File: src/rtl/vend_sequencer_if.sv
// Front-end / actuator bundle for the vending sequencer.
// master drives coins and buttons; slave is the sequencer itself.
interface vend_sequencer_if;
  logic       coin_valid;
  logic [1:0] coin_code;
  logic       inbev1;
  logic       inbev2;
  logic       inbev3;
  logic       cancel;
  logic [9:0] credit;
  logic       outbev1;
  logic       outbev2;
  logic       outbev3;
  logic       change_valid;
  logic [9:0] change_amt;
  logic       coin_reject;
  logic       insufficient;
  logic       busy;

  modport master (
    output coin_valid, coin_code, inbev1, inbev2, inbev3, cancel,
    input  credit, outbev1, outbev2, outbev3, change_valid, change_amt,
           coin_reject, insufficient, busy
  );

  modport slave (
    input  coin_valid, coin_code, inbev1, inbev2, inbev3, cancel,
    output credit, outbev1, outbev2, outbev3, change_valid, change_amt,
           coin_reject, insufficient, busy
  );
endinterface

File: src/rtl/vend_sequencer.sv
// Beverage dispenser control FSM: coin credit, button arbitration, timed
// one-hot dispense and change return. All amounts are in cents.
module vend_sequencer #(
  parameter int PRICE1      = 75,
  parameter int PRICE2      = 100,
  parameter int PRICE3      = 125,
  parameter int DISP_CYCLES = 4,
  parameter int TIMEOUT     = 1000
)(
  input logic             clk,
  input logic             rst,
  vend_sequencer_if.slave bus
);

  localparam int TW = $clog2(TIMEOUT);
  localparam int DW = $clog2(DISP_CYCLES + 1);

  typedef enum logic [1:0] {IDLE, CREDIT, DISPENSE, CHANGE} state_t;

  state_t          state_q;
  logic [9:0]      credit_q;
  logic [9:0]      chg_q;
  logic [9:0]      change_amt_q;
  logic            change_valid_q;
  logic            coin_reject_q;
  logic            insufficient_q;
  logic            busy_q;
  logic [2:0]      bev_q;
  logic [TW-1:0]   tmr_q;
  logic [DW-1:0]   disp_q;

  logic [9:0]  coin_val;
  logic [10:0] coin_sum;
  logic        coin_ok;
  logic [2:0]  sel_oh;
  logic [9:0]  sel_price;
  logic        sel_any;
  logic        sel_ok;
  logic        tmo;

  always_comb begin
    coin_val = 10'd0;
    case (bus.coin_code)
      2'b00: coin_val = 10'd5;
      2'b01: coin_val = 10'd10;
      2'b10: coin_val = 10'd25;
      2'b11: coin_val = 10'd100;
      default: coin_val = 10'd0;
    endcase
  end

  // 11-bit sum so a carry out means the credit register would overflow
  assign coin_sum = {1'b0, credit_q} + {1'b0, coin_val};
  assign coin_ok  = ~coin_sum[10];

  always_comb begin
    sel_oh    = 3'b000;
    sel_price = 10'd0;
    if (bus.inbev1) begin
      sel_oh    = 3'b001;
      sel_price = 10'(PRICE1);
    end else if (bus.inbev2) begin
      sel_oh    = 3'b010;
      sel_price = 10'(PRICE2);
    end else if (bus.inbev3) begin
      sel_oh    = 3'b100;
      sel_price = 10'(PRICE3);
    end
  end

  assign sel_any = |sel_oh;
  assign sel_ok  = credit_q >= sel_price;
  // Counter lags by one: the edge that sees TIMEOUT-1 is the TIMEOUT-th idle edge
  assign tmo     = tmr_q == TW'(TIMEOUT - 1);

  always_ff @(posedge clk or negedge rst) begin
    if (!rst) begin
      state_q        <= IDLE;
      credit_q       <= 10'd0;
      chg_q          <= 10'd0;
      change_amt_q   <= 10'd0;
      change_valid_q <= 1'b0;
      coin_reject_q  <= 1'b0;
      insufficient_q <= 1'b0;
      busy_q         <= 1'b0;
      bev_q          <= 3'b000;
      tmr_q          <= '0;
      disp_q         <= '0;
    end else begin
      coin_reject_q  <= 1'b0;
      insufficient_q <= 1'b0;
      change_valid_q <= 1'b0;
      case (state_q)
        IDLE: begin
          credit_q <= 10'd0;
          busy_q   <= 1'b0;
          if (bus.coin_valid) begin
            credit_q <= coin_val;
            tmr_q    <= '0;
            state_q  <= CREDIT;
          end
        end
        CREDIT: begin
          if (bus.cancel || tmo) begin
            state_q        <= CHANGE;
            busy_q         <= 1'b1;
            chg_q          <= credit_q;
            credit_q       <= 10'd0;
            change_valid_q <= credit_q != 10'd0;
            if (credit_q != 10'd0) change_amt_q <= credit_q;
            coin_reject_q  <= bus.coin_valid;
          end else if (sel_any && sel_ok) begin
            state_q       <= DISPENSE;
            busy_q        <= 1'b1;
            bev_q         <= sel_oh;
            chg_q         <= credit_q - sel_price;
            disp_q        <= '0;
            coin_reject_q <= bus.coin_valid;
          end else begin
            insufficient_q <= sel_any;
            tmr_q          <= tmr_q + TW'(1);
            if (bus.coin_valid) begin
              if (coin_ok) begin
                credit_q <= coin_sum[9:0];
                tmr_q    <= '0;
              end else begin
                coin_reject_q <= 1'b1;
              end
            end
          end
        end
        DISPENSE: begin
          coin_reject_q <= bus.coin_valid;
          if (disp_q == DW'(DISP_CYCLES - 1)) begin
            state_q        <= CHANGE;
            bev_q          <= 3'b000;
            credit_q       <= 10'd0;
            change_valid_q <= chg_q != 10'd0;
            if (chg_q != 10'd0) change_amt_q <= chg_q;
          end else begin
            disp_q <= disp_q + DW'(1);
          end
        end
        CHANGE: begin
          coin_reject_q <= bus.coin_valid;
          busy_q        <= 1'b0;
          state_q       <= IDLE;
        end
        default: state_q <= IDLE;
      endcase
    end
  end

  assign bus.credit       = credit_q;
  assign bus.outbev1      = bev_q[0];
  assign bus.outbev2      = bev_q[1];
  assign bus.outbev3      = bev_q[2];
  assign bus.change_valid = change_valid_q;
  assign bus.change_amt   = change_amt_q;
  assign bus.coin_reject  = coin_reject_q;
  assign bus.insufficient = insufficient_q;
  assign bus.busy         = busy_q;

endmodule

File: src/flat_wrapper.sv
// flat-port wrapper written by rule: the top's interface ports become plain ports
module vend_sequencer_flat 
#(
  parameter int PRICE1      = 75,
  parameter int PRICE2      = 100,
  parameter int PRICE3      = 125,
  parameter int DISP_CYCLES = 4,
  parameter int TIMEOUT     = 1000
)
  (clk, rst, bus_coin_valid, bus_coin_code, bus_inbev1, bus_inbev2, bus_inbev3, bus_cancel, bus_credit, bus_outbev1, bus_outbev2, bus_outbev3, bus_change_valid, bus_change_amt, bus_coin_reject, bus_insufficient, bus_busy);
  vend_sequencer_if bus_i ();
  input logic clk;
  input logic rst;
  input wire logic [$bits(bus_i.coin_valid)-1:0] bus_coin_valid;
  input wire logic [$bits(bus_i.coin_code)-1:0] bus_coin_code;
  input wire logic [$bits(bus_i.inbev1)-1:0] bus_inbev1;
  input wire logic [$bits(bus_i.inbev2)-1:0] bus_inbev2;
  input wire logic [$bits(bus_i.inbev3)-1:0] bus_inbev3;
  input wire logic [$bits(bus_i.cancel)-1:0] bus_cancel;
  output wire logic [$bits(bus_i.credit)-1:0] bus_credit;
  output wire logic [$bits(bus_i.outbev1)-1:0] bus_outbev1;
  output wire logic [$bits(bus_i.outbev2)-1:0] bus_outbev2;
  output wire logic [$bits(bus_i.outbev3)-1:0] bus_outbev3;
  output wire logic [$bits(bus_i.change_valid)-1:0] bus_change_valid;
  output wire logic [$bits(bus_i.change_amt)-1:0] bus_change_amt;
  output wire logic [$bits(bus_i.coin_reject)-1:0] bus_coin_reject;
  output wire logic [$bits(bus_i.insufficient)-1:0] bus_insufficient;
  output wire logic [$bits(bus_i.busy)-1:0] bus_busy;
  assign bus_i.coin_valid = bus_coin_valid;
  assign bus_i.coin_code = bus_coin_code;
  assign bus_i.inbev1 = bus_inbev1;
  assign bus_i.inbev2 = bus_inbev2;
  assign bus_i.inbev3 = bus_inbev3;
  assign bus_i.cancel = bus_cancel;
  assign bus_credit = bus_i.credit;
  assign bus_outbev1 = bus_i.outbev1;
  assign bus_outbev2 = bus_i.outbev2;
  assign bus_outbev3 = bus_i.outbev3;
  assign bus_change_valid = bus_i.change_valid;
  assign bus_change_amt = bus_i.change_amt;
  assign bus_coin_reject = bus_i.coin_reject;
  assign bus_insufficient = bus_i.insufficient;
  assign bus_busy = bus_i.busy;
  vend_sequencer #(.PRICE1(PRICE1), .PRICE2(PRICE2), .PRICE3(PRICE3), .DISP_CYCLES(DISP_CYCLES), .TIMEOUT(TIMEOUT)) u_core (.clk(clk), .rst(rst), .bus(bus_i));
endmodule
File: config.mk
export PLATFORM = sky130hd
export DESIGN_NAME = vend_sequencer_flat
export DESIGN_NICKNAME = d
export VERILOG_FILES = /design/src/rtl/vend_sequencer_if.sv /design/src/rtl/vend_sequencer.sv /design/src/flat_wrapper.sv
export SDC_FILE = /design/constraint.sdc
export NUM_CORES = 1
export LEC_CHECK = 0
export ABC_AREA = 1
export BUFFER_PORTS_ARGS = -buffer_cell sky130_fd_sc_hd__buf_2
export CORE_MARGIN = 1
export CORE_UTILIZATION = 52
export CTS_CLUSTER_SIZE = 25
export DETAILED_ROUTE_END_ITERATION = 16
export GPL_ROUTABILITY_DRIVEN = 0
export PLACE_DENSITY = 0.71
export SETUP_SLACK_MARGIN = 0.02
export SYNTH_ARGS = -nofsm -noshare
export SYNTH_HDL_FRONTEND = slang
export SYNTH_SLANG_ARGS = --single-unit
File: constraint.sdc
create_clock -name clk -period 3.1 [get_ports clk]
set_clock_uncertainty 0.15 [all_clocks]
set_input_delay 0.155 -clock clk [delete_from_list [all_inputs] [get_ports clk]]
set_output_delay 0.155 -clock clk [all_outputs]
set_load 0.01 [all_outputs]
==> out/metrics.yaml, run 1 <==
grt_max_degree: 31
start_kind: "flop"
layout_common_cells: "nand2_1, inv_1, dfrtp_1, o21ai_0, nand3_1"
die-area_um2: 7820
power_leakage_nw: 2.32
synthToLayoutAreaGrowth_pct: 8.92
crit_path_max_incr_delay_ns: 0.43
slew_viol_final: 0
cts_buffers: 5
place_area_um2: 4110
cpMostUsedCell: "nand2_1"
p_seq_share_pct: 31.2
core_um2: 7250
finalNetCount: 621
die_w_um: 88.4
layout_commonest_cell: "nand2_1"
grt_use_total_pct: 23.9
min_delay_path_depth: 4
ant_nets: 0
final-hold-violation-count: 0
synth.area.mux_share_pct: 0
htree_levels: 2
avgSynthCellArea_um2: 7.05
fin_crit_sh_pct: 85.0
ys_seq_area_share_pct: 33.5
routedWlPerCell_um: 12.6
synth_xor_area_share_pct: 3.16
arrival_ns: 2.68
drt-initial-drc-count: 227
grt-ovfl-total: 0
cts_sinks: 52
setup_violations: 0
first_pass_iters: 4
pwr-share-clk_pct: 13.9
cts_root_buffer: "clkbuf_8"
yosysWarnings: 0
via_per_inst: 5.17
cts_tree: "done"
die-height_um: 88.4
ioPinCount: 36
worst_pin_slew_ns: 0.677
syn-num-nets: 588
synth_cell_types: 34
synth-compound-area-share_pct: 9.83
rows: 31
p_switching_mw: 1.63
synthCells: 551
worstHoldEndpoint: "u_core.bus.insufficient$_DFF_PN0_"
rsz0062_at_grt: "no"
drc: 0
synth_top_family_by_area: "simple AND/OR/NAND/NOR gates"
antenna_found_initial: 0
cp_cell_sequence: "inv_1 -> ha_1 -> inv_1 -> fa_1 -> nand3_1 -> nand3_1 -> nand2_1 -> nand3_2 -> nand2_1 -> nand2_1 -> nand2_2 -> nand2_2 -> nand2_1 -> nand2_1"
cp.required_ns: 3.15
crit_path_top_delay_cell: "dfrtp_1"
synthAdderAreaFrac_pct: 9.41
whs_ns: 0.0813
drv_cap: 0
slew_headroom_pct: 54.7
grt_pass1_vias: 3192
power.share.combinational_pct: 54.9
clkLatencyLatePin_ns: 0.31
r2r_start: "u_core.bus.credit[0]$_DFFE_PN0P_"
start_util_pct: 53.5
min_from: "bus_cancel"
hp-class: "input pin to flop"
period_minus_slack_ns: 2.64
synth_top_area_cell: "dfrtp_1"
cts.clk_slew.worst_paths_ns: 0.09
path_max_fanout: 11
reg2reg_to: "u_core.bus.credit[3]$_DFFE_PN0P_"
vias: 3535
grt_first_pass_wirelength_um: 14600
final_cell_area_um2: 4230
diodes: 0
finalSetupTns_ns: 0
max-clock-path-buffers: 2
swShare_pct: 48.5
reg2reg_slack_ns: 0.46
syn_area_um2: 3880
hpwl_um: 6810
end_kind: "flop"
drive_above_1_share_pct: 14.4
intPower_mw: 1.73
routed_wl_um: 8620
crit_type: "flop to flop"
max_freq_mhz: 379
synth-simple-area-share_pct: 35.9
status: "completed"
irDropWorstVdd_uv: 501
post_cts_buffers: 0
synthTopCellsByArea: "dfrtp_1, nand2_1, ha_1, o21ai_0, inv_1"
reg2regPathDepth: 14
yosysTopAreaCellShare_pct: 33.5
powerDensity_nw_per_um2: 795
io_buffer_count: 35
ys_ff_latch: 52
[timing repair]
| action | in CTS | in global routing |
|---|---|---|
| resized for setup | 0 | 0 |
| hold buffers | 1 | 0 |
| hold endpoints to repair | 22 | 0 |
[cells in the mapped netlist, drive strengths merged]
| library cell | instances |
|---|---|
| a21oi | 13 |
| nor4 | 1 |
| nor2 | 35 |
| ha | 26 |
| o21ai | 55 |
| nor3 | 8 |
| fa | 2 |
| dfrtp | 52 |
| nand3 | 41 |
| xnor2 | 5 |
| or2 | 4 |
| nand4 | 7 |
| inv | 61 |
| xor2 | 9 |
| clkbuf | 4 |
| nand2 | 212 |
| nand3b | 7 |
| buf | 8 |
| o21a | 1 |
[power groups by stage]
stage          registers, mW  logic, mW  clock network, mW
5_1_grt                 1.08       2.12              0.507
4_1_cts                 1.05       1.85              0.479
2_1_floorplan           1.08       1.42                  0
3_5_place_dp            1.06       1.84                  0
3_3_place_gp            1.06       1.81                  0
6_report                1.05       1.85              0.467
[critical path: cells and delay by family (launching register included)]
family / cells / cell delay (ns)
adders and majority gates: 2 / 0.57
DFF: 1 / 0.43
and+or+nand+nor: 10 / 1.20
buffers and inverters: 2 / 0.16
[layer usage]
metal	routed length (um)	GRT usage, %
met1	4160	33.0
met2	3920	39.2
met3	370	3.17
met4	175	6.60
met5	0	0
[kinds of logic (layout without fill, tap and decap cells)]
group	count (synthesis)	in the layout
adder cells (fa/ha/maj)	28	28
AND/OR/NAND/NOR	315	315
flip-flops	52	52
XOR/XNOR	14	14
AO/OA/AOI/OAI	69	69
buffers and inverters	73	107
[state kept, by name, summed over array words and instances, names as in the netlist]
name / flops
u_core.bev_q: 3
u_core.bus.busy: 1
u_core.bus.change_amt: 10
u_core.bus.change_valid: 1
u_core.bus.coin_reject: 1
u_core.bus.credit: 10
u_core.bus.insufficient: 1
u_core.chg_q: 10
u_core.disp_q: 3
u_core.state_q: 2
u_core.tmr_q: 10
[layout make-up]
cell class                 instances  area, um2
sequential                        52       1300
fill                             723       3020
multi-input combinational        426       2260
inverter                          61        229
tap                               99        124
timing repair buffer              38        200
clock inverter                     3       42.5
clock buffer                       5       68.8
[through the flow]
stage                     instances  setup WS [ns]  utilization (%)  power [mW]
after global routing            684          0.190             58.3        3.71
final                           684          0.464             58.3        3.36
after CTS                       684          0.487             58.3        3.38
after floorplan                 551          0.835                -        2.50
after detailed placement        675          0.430             56.7        2.91
after global placement          675          0.474             56.7        2.86
[worst max path at each step]
stage                                                 from  cells past startpoint                          endpoint
after global routing      u_core.bus.credit[0]$_DFFE_PN0P_                     14  u_core.bus.credit[3]$_DFFE_PN0P_
after detailed placement                  bus_coin_code[0]                     16       u_core.tmr_q[9]$_DFFE_PN0P_
after CTS                 u_core.bus.credit[0]$_DFFE_PN0P_                     14  u_core.bus.credit[3]$_DFFE_PN0P_
final                     u_core.bus.credit[0]$_DFFE_PN0P_                     14  u_core.bus.credit[3]$_DFFE_PN0P_
after global placement                    bus_coin_code[0]                     16  u_core.bus.credit[8]$_DFFE_PN0P_
after floorplan           u_core.bus.credit[0]$_DFFE_PN0P_                     13       u_core.tmr_q[9]$_DFFE_PN0P_
(Power assumes the default switching activity.)
==> run 2: changes to the inputs <==
--- a/config.mk
+++ b/config.mk
@@ -8,4 +8,5 @@
 export ABC_AREA = 1
 export BUFFER_PORTS_ARGS = -buffer_cell sky130_fd_sc_hd__buf_2
+export CORE_ASPECT_RATIO = 0.8
 export CORE_MARGIN = 1
 export CORE_UTILIZATION = 52
--- a/constraint.sdc
+++ b/constraint.sdc
@@ -3,3 +3,3 @@
 set_input_delay 0.155 -clock clk [delete_from_list [all_inputs] [get_ports clk]]
 set_output_delay 0.155 -clock clk [all_outputs]
-set_load 0.01 [all_outputs]
+set_load 0.005 [all_outputs]
==> run 2 against run 1 <==
Non-clock buffer count is the same. Sequential cell count is the same. Via count grew 0.20%. Critical path type unchanged. Largest cell class unchanged.
==> out/metrics.yaml, run 2 (synthesis gave the netlist of run 1 again) <==
setup_violations: 0
clkLatencyLatePin_ns: 0.31
grt-ovfl-total: 0
fin_crit_sh_pct: 85.9
start_util_pct: 55.0
routedWlPerCell_um: 13.3
antenna_found_initial: 0
max-clock-path-buffers: 2
final_util_pct: 59.8
irDropWorstVdd_uv: 392
io_buffer_count: 35
min_delay_path_depth: 4
reg2reg_to: "u_core.bus.credit[4]$_DFFE_PN0P_"
reg2regPathDepth: 14
cts_root_buffer: "clkbuf_8"
cts_buffers: 5
rows: 27
cts_tree: "done"
final-hold-violation-count: 0
layout_common_cells: "nand2_1, inv_1, dfrtp_1, o21ai_0, nand3_1"
power_leakage_nw: 2.32
via_per_inst: 5.27
layout_commonest_cell: "nand2_1"
drc: 0
power_mw: 3.38
first_pass_iters: 6
min_from: "bus_inbev1"
reg2reg_slack_ns: 0.44
period_minus_slack_ns: 2.66
finalNetCount: 621
die_w_um: 98.6
hp-class: "input pin to flop"
multi_input_area_um2: 2260
grt_first_pass_wirelength_um: 15300
hpwl_um: 7020
rsz0062_at_grt: "no"
slew_headroom_pct: 46.8
cp.required_ns: 3.16
ioPinCount: 36
synthToLayoutAreaGrowth_pct: 8.63
drt-initial-drc-count: 147
cts_resized: 0
die-height_um: 79.3
core_um2: 7060
worstHoldEndpoint: "u_core.bev_q[1]$_DFFE_PN0P_"
grt_pass1_vias: 3319
diodes: 0
worst_pin_slew_ns: 0.796
grt_max_degree: 31
cts.clk_slew.worst_paths_ns: 0.10
ant_nets: 0
slew_viol_final: 0
die-area_um2: 7820
end_kind: "flop"
cts_sinks: 52
r2r_start: "u_core.bus.credit[0]$_DFFE_PN0P_"
powerDensity_nw_per_um2: 802
vias: 3542
htree_levels: 2
finalSetupTns_ns: 0
crit_type: "flop to flop"
grt_use_total_pct: 24.4
max_freq_mhz: 375
start_kind: "flop"
drv_cap: 0
path_max_fanout: 11
routed_wl_um: 8960
arrival_ns: 2.72
ff_latch_area_um2: 1300
n_fill_cell: 661
drive_above_1_share_pct: 14.4
status: "completed"
-- run 2: cell count changes in the layout (fill, tap and decap cells not counted), sizes merged --
cell / previous run / this run
clkinv: 1 / 0
inv: 61 / 62
-- run 2: how the worst max path moves through the flow --
stage                                          start                                to  slack, ns  cells past startpoint
floorplan           u_core.bus.credit[0]$_DFFE_PN0P_       u_core.tmr_q[9]$_DFFE_PN0P_       0.87                     13
global placement                    bus_coin_code[0]  u_core.bus.credit[0]$_DFFE_PN0P_       0.46                     16
detailed placement                  bus_coin_code[0]  u_core.bus.credit[4]$_DFFE_PN0P_       0.39                     16
CTS                 u_core.bus.credit[0]$_DFFE_PN0P_  u_core.bus.credit[4]$_DFFE_PN0P_       0.44                     14
global route        u_core.bus.credit[0]$_DFFE_PN0P_  u_core.bus.credit[6]$_DFFE_PN0P_       0.15                     14
finish              u_core.bus.credit[0]$_DFFE_PN0P_  u_core.bus.credit[4]$_DFFE_PN0P_       0.44                     14
-- run 2: cell type report --
class	count	share of cell area (%)
multi-input combinational	426	53.7
inverter	61	5.43
clock buffer	5	1.63
timing repair buffer	38	4.74
sequential	52	30.8
tap	87	2.58
clock inverter	3	1.10
-- run 2: repair_timing --
action,4_1_cts,5_1_grt
endpoints found under the hold margin,22,0
hold buffers,1,0
setup buffers,0,0
-- run 2: layer usage --
metal | track usage, % | vias up | wire (um)
met5 | 0 | - | 0
met4 | 4.18 | 0 | 52
met3 | 4.05 | 7 | 531
met2 | 39.7 | 95 | 3910
met1 | 34.8 | 1608 | 4460
li1 | - | 1832 | -
-- run 2: power by group --
group	leakage, nW	internal (mW)	total, mW	switching [mW]
Clock	0.0548	0.244	0.489	0.246
Sequential	0.698	0.876	1.05	0.178
Combinational	1.57	0.615	1.84	1.22
Total	2.32	1.73	3.38	1.65
-- run 2: worst max-delay path, stage by stage, from the launching register on --
cell,delay (ns)
dfrtp_1,0.43
inv_1,0.11
ha_1,0.17
inv_1,0.05
fa_1,0.40
nand3_1,0.11
nand3_1,0.15
nand2_1,0.13
nand3_2,0.11
nand2_1,0.12
nand2_1,0.08
nand2_2,0.17
nand2_2,0.18
nand2_1,0.13
nand2_1,0.05
-- run 2: through the flow --
stage | instance area (um2) | instances | hold slack (ns) | setup WS, ns
finish | 4220 | 672 | 0.0889 | 0.437
floorplan | 3880 | 551 | -0.291 | 0.865
global route | 4220 | 672 | 0.110 | 0.145
detailed placement | 4090 | 663 | 0.00896 | 0.393
global placement | 4090 | 663 | 0.00650 | 0.457
CTS | 4220 | 672 | 0.0717 | 0.444
==> run 3: changes to the inputs <==
Settings changed: BUFFER_PORTS_ARGS -buffer_cell sky130_fd_sc_hd__buf_2 to default, DONT_BUFFER_PORTS from default to 1, PLACE_DENSITY 0.71 to 0.67.
==> run 3 against run 2 <==
Sequential cell count unchanged. Cell area decreased by 3.5%. Combinational power shrank 5%. Routed wire length is 0.29% lower. Die area unchanged. Global-route usage barely moved. First-iteration DRC count increased by 2.0%. Sequential power hardly changed. Total power fell by 4.4%. Via count shrank 4.0%.
==> out/metrics.yaml, run 3 (synthesis gave the netlist of run 1 again) <==
crit_end: "u_core.bus.credit[9]$_DFFE_PN0P_"
drive_above_1_share_pct: 8.86
status: "completed"
die-area_um2: 7820
max_freq_mhz: 374
r2r_start: "u_core.bus.credit[0]$_DFFE_PN0P_"
grt_pass1_vias: 3248
clkLatencyLatePin_ns: 0.31
htree_levels: 2
diodes: 0
cts_resized: 0
slew_headroom_pct: 43.6
n_fill_cell: 675
final-hold-violation-count: 0
crit_cells: 14
crit_family: "simple AND/OR/NAND/NOR gates"
hpwl_um: 6910
drv_cap: 0
worst_pin_slew_ns: 0.843
rsz0062_at_grt: "no"
end_kind: "flop"
cp.required_ns: 3.14
irDropWorstVdd_uv: 422
layout_commonest_cell: "nand2_1"
power_mw: 3.23
ioPinCount: 36
path_max_fanout: 11
powerDensity_nw_per_um2: 794
cts_tree: "done"
synthToLayoutAreaGrowth_pct: 4.80
cts.clk_slew.worst_paths_ns: 0.10
io_buffer_count: 0
core_um2: 7060
antenna_found_initial: 0
routedWlPerCell_um: 14.0
grt-ovfl-total: 0
power_leakage_nw: 2.16
first_pass_iters: 5
grt_first_pass_wirelength_um: 15300
finalSetupTns_ns: 0
vias: 3401
start_util_pct: 55.0
grt_max_degree: 53
reg2regPathDepth: 14
cts_root_buffer: "clkbuf_8"
ant_nets: 0
die-height_um: 79.3
fin_crit_sh_pct: 86.2
cpMostUsedCell: "nand2_1"
layout_common_cells: "nand2_1, inv_1, dfrtp_1, o21ai_0, nand3_1"
cp.buffers_inverters: 2
rows: 27
period_minus_slack_ns: 2.67
die_w_um: 98.6
crit_path_max_incr_delay_ns: 0.45
reg2reg_slack_ns: 0.43
crit_start: "u_core.bus.credit[0]$_DFFE_PN0P_"
start_kind: "flop"
setup_violations: 0
slew_viol_final: 0
hp-class: "input pin to flop"
via_per_inst: 5.31
cts_sinks: 52
grt_use_total_pct: 24.5
min_from: "bus_cancel"
cp_cell_sequence: "inv_1 -> ha_1 -> inv_1 -> fa_1 -> nand3_1 -> nand3_1 -> nand2_1 -> nand3_2 -> nand2_1 -> nand2_1 -> nand2_2 -> nand2_2 -> nand2_1 -> nand2_1"
crit_type: "flop to flop"
max-clock-path-buffers: 2
finalNetCount: 589
drc: 0
arrival_ns: 2.72
routed_wl_um: 8930
crit_path_top_delay_cell: "dfrtp_1"
cts_buffers: 5
reg2reg_to: "u_core.bus.credit[9]$_DFFE_PN0P_"
drt-initial-drc-count: 150
## run 3: worst min-delay path by stage
stage | endpoint | slack (ns) | depth (start not counted)
6_report | u_core.bus.insufficient$_DFF_PN0_ | 0.02 | 3
5_1_grt | u_core.bus.insufficient$_DFF_PN0_ | 0.04 | 3
4_1_cts | u_core.bus.insufficient$_DFF_PN0_ | 0.02 | 3
3_5_place_dp | u_core.tmr_q[8]$_DFFE_PN0P_ | -0.29 | 0
3_3_place_gp | u_core.tmr_q[8]$_DFFE_PN0P_ | -0.29 | 0
2_1_floorplan | u_core.bev_q[0]$_DFFE_PN0P_ | -0.29 | 0
## run 3: through the flow
step,cell area [um2],hold slack [ns],worst slack (ns),cells,util [%]
2_1_floorplan,3880,-0.291,0.865,551,-
3_3_place_gp,3920,-0.289,0.547,628,55.5
3_5_place_dp,3920,-0.289,0.451,628,55.5
4_1_cts,4070,0.0170,0.439,640,57.6
5_1_grt,4070,0.0437,0.121,640,57.6
6_report,4070,0.0198,0.427,640,57.6
## run 3: worst register-to-register path: stages (launching register included)
cell     delay (ns)
dfrtp_1        0.45
inv_1          0.12
ha_1           0.16
inv_1          0.05
fa_1           0.40
nand3_1        0.10
nand3_1        0.15
nand2_1        0.14
nand3_2        0.11
nand2_1        0.12
nand2_1        0.07
nand2_2        0.18
nand2_2        0.18
nand2_1        0.13
nand2_1        0.05
## run 3: what timing repair did
item,4_1_cts,5_1_grt
setup buffers,0,0
hold buffers,4,0
endpoints found under the hold margin,53,0
## run 3: final cells by class
type | instances | area (um2) | area share, %
multi-input cells | 426 | 2260 | 55.6
flip-flops and latches | 52 | 1300 | 32.0
well taps | 87 | 109 | 2.67
inverters | 61 | 229 | 5.63
clock inverters | 1 | 7.51 | 0.184
clock buffers | 7 | 86.3 | 2.12
repair buffers | 6 | 72.6 | 1.78
## run 3: power by group
group | total (mW) | internal (mW) | switching, mW
Clock | 0.408 | 0.182 | 0.226
Combinational | 1.74 | 0.558 | 1.18
Sequential | 1.08 | 0.877 | 0.206
## run 3: routing by layer
layer  wire length, um  global-route usage, %  part of all wire (%)  up-vias
li1                  -                      -                     -     1759
met1              4590                   35.5                    51     1576
met2              3960                   38.9                    44       59
met3               320                   3.96                   3.6        7
met4                57                   4.33                  0.64        0
met5                 0                      0                     0        -
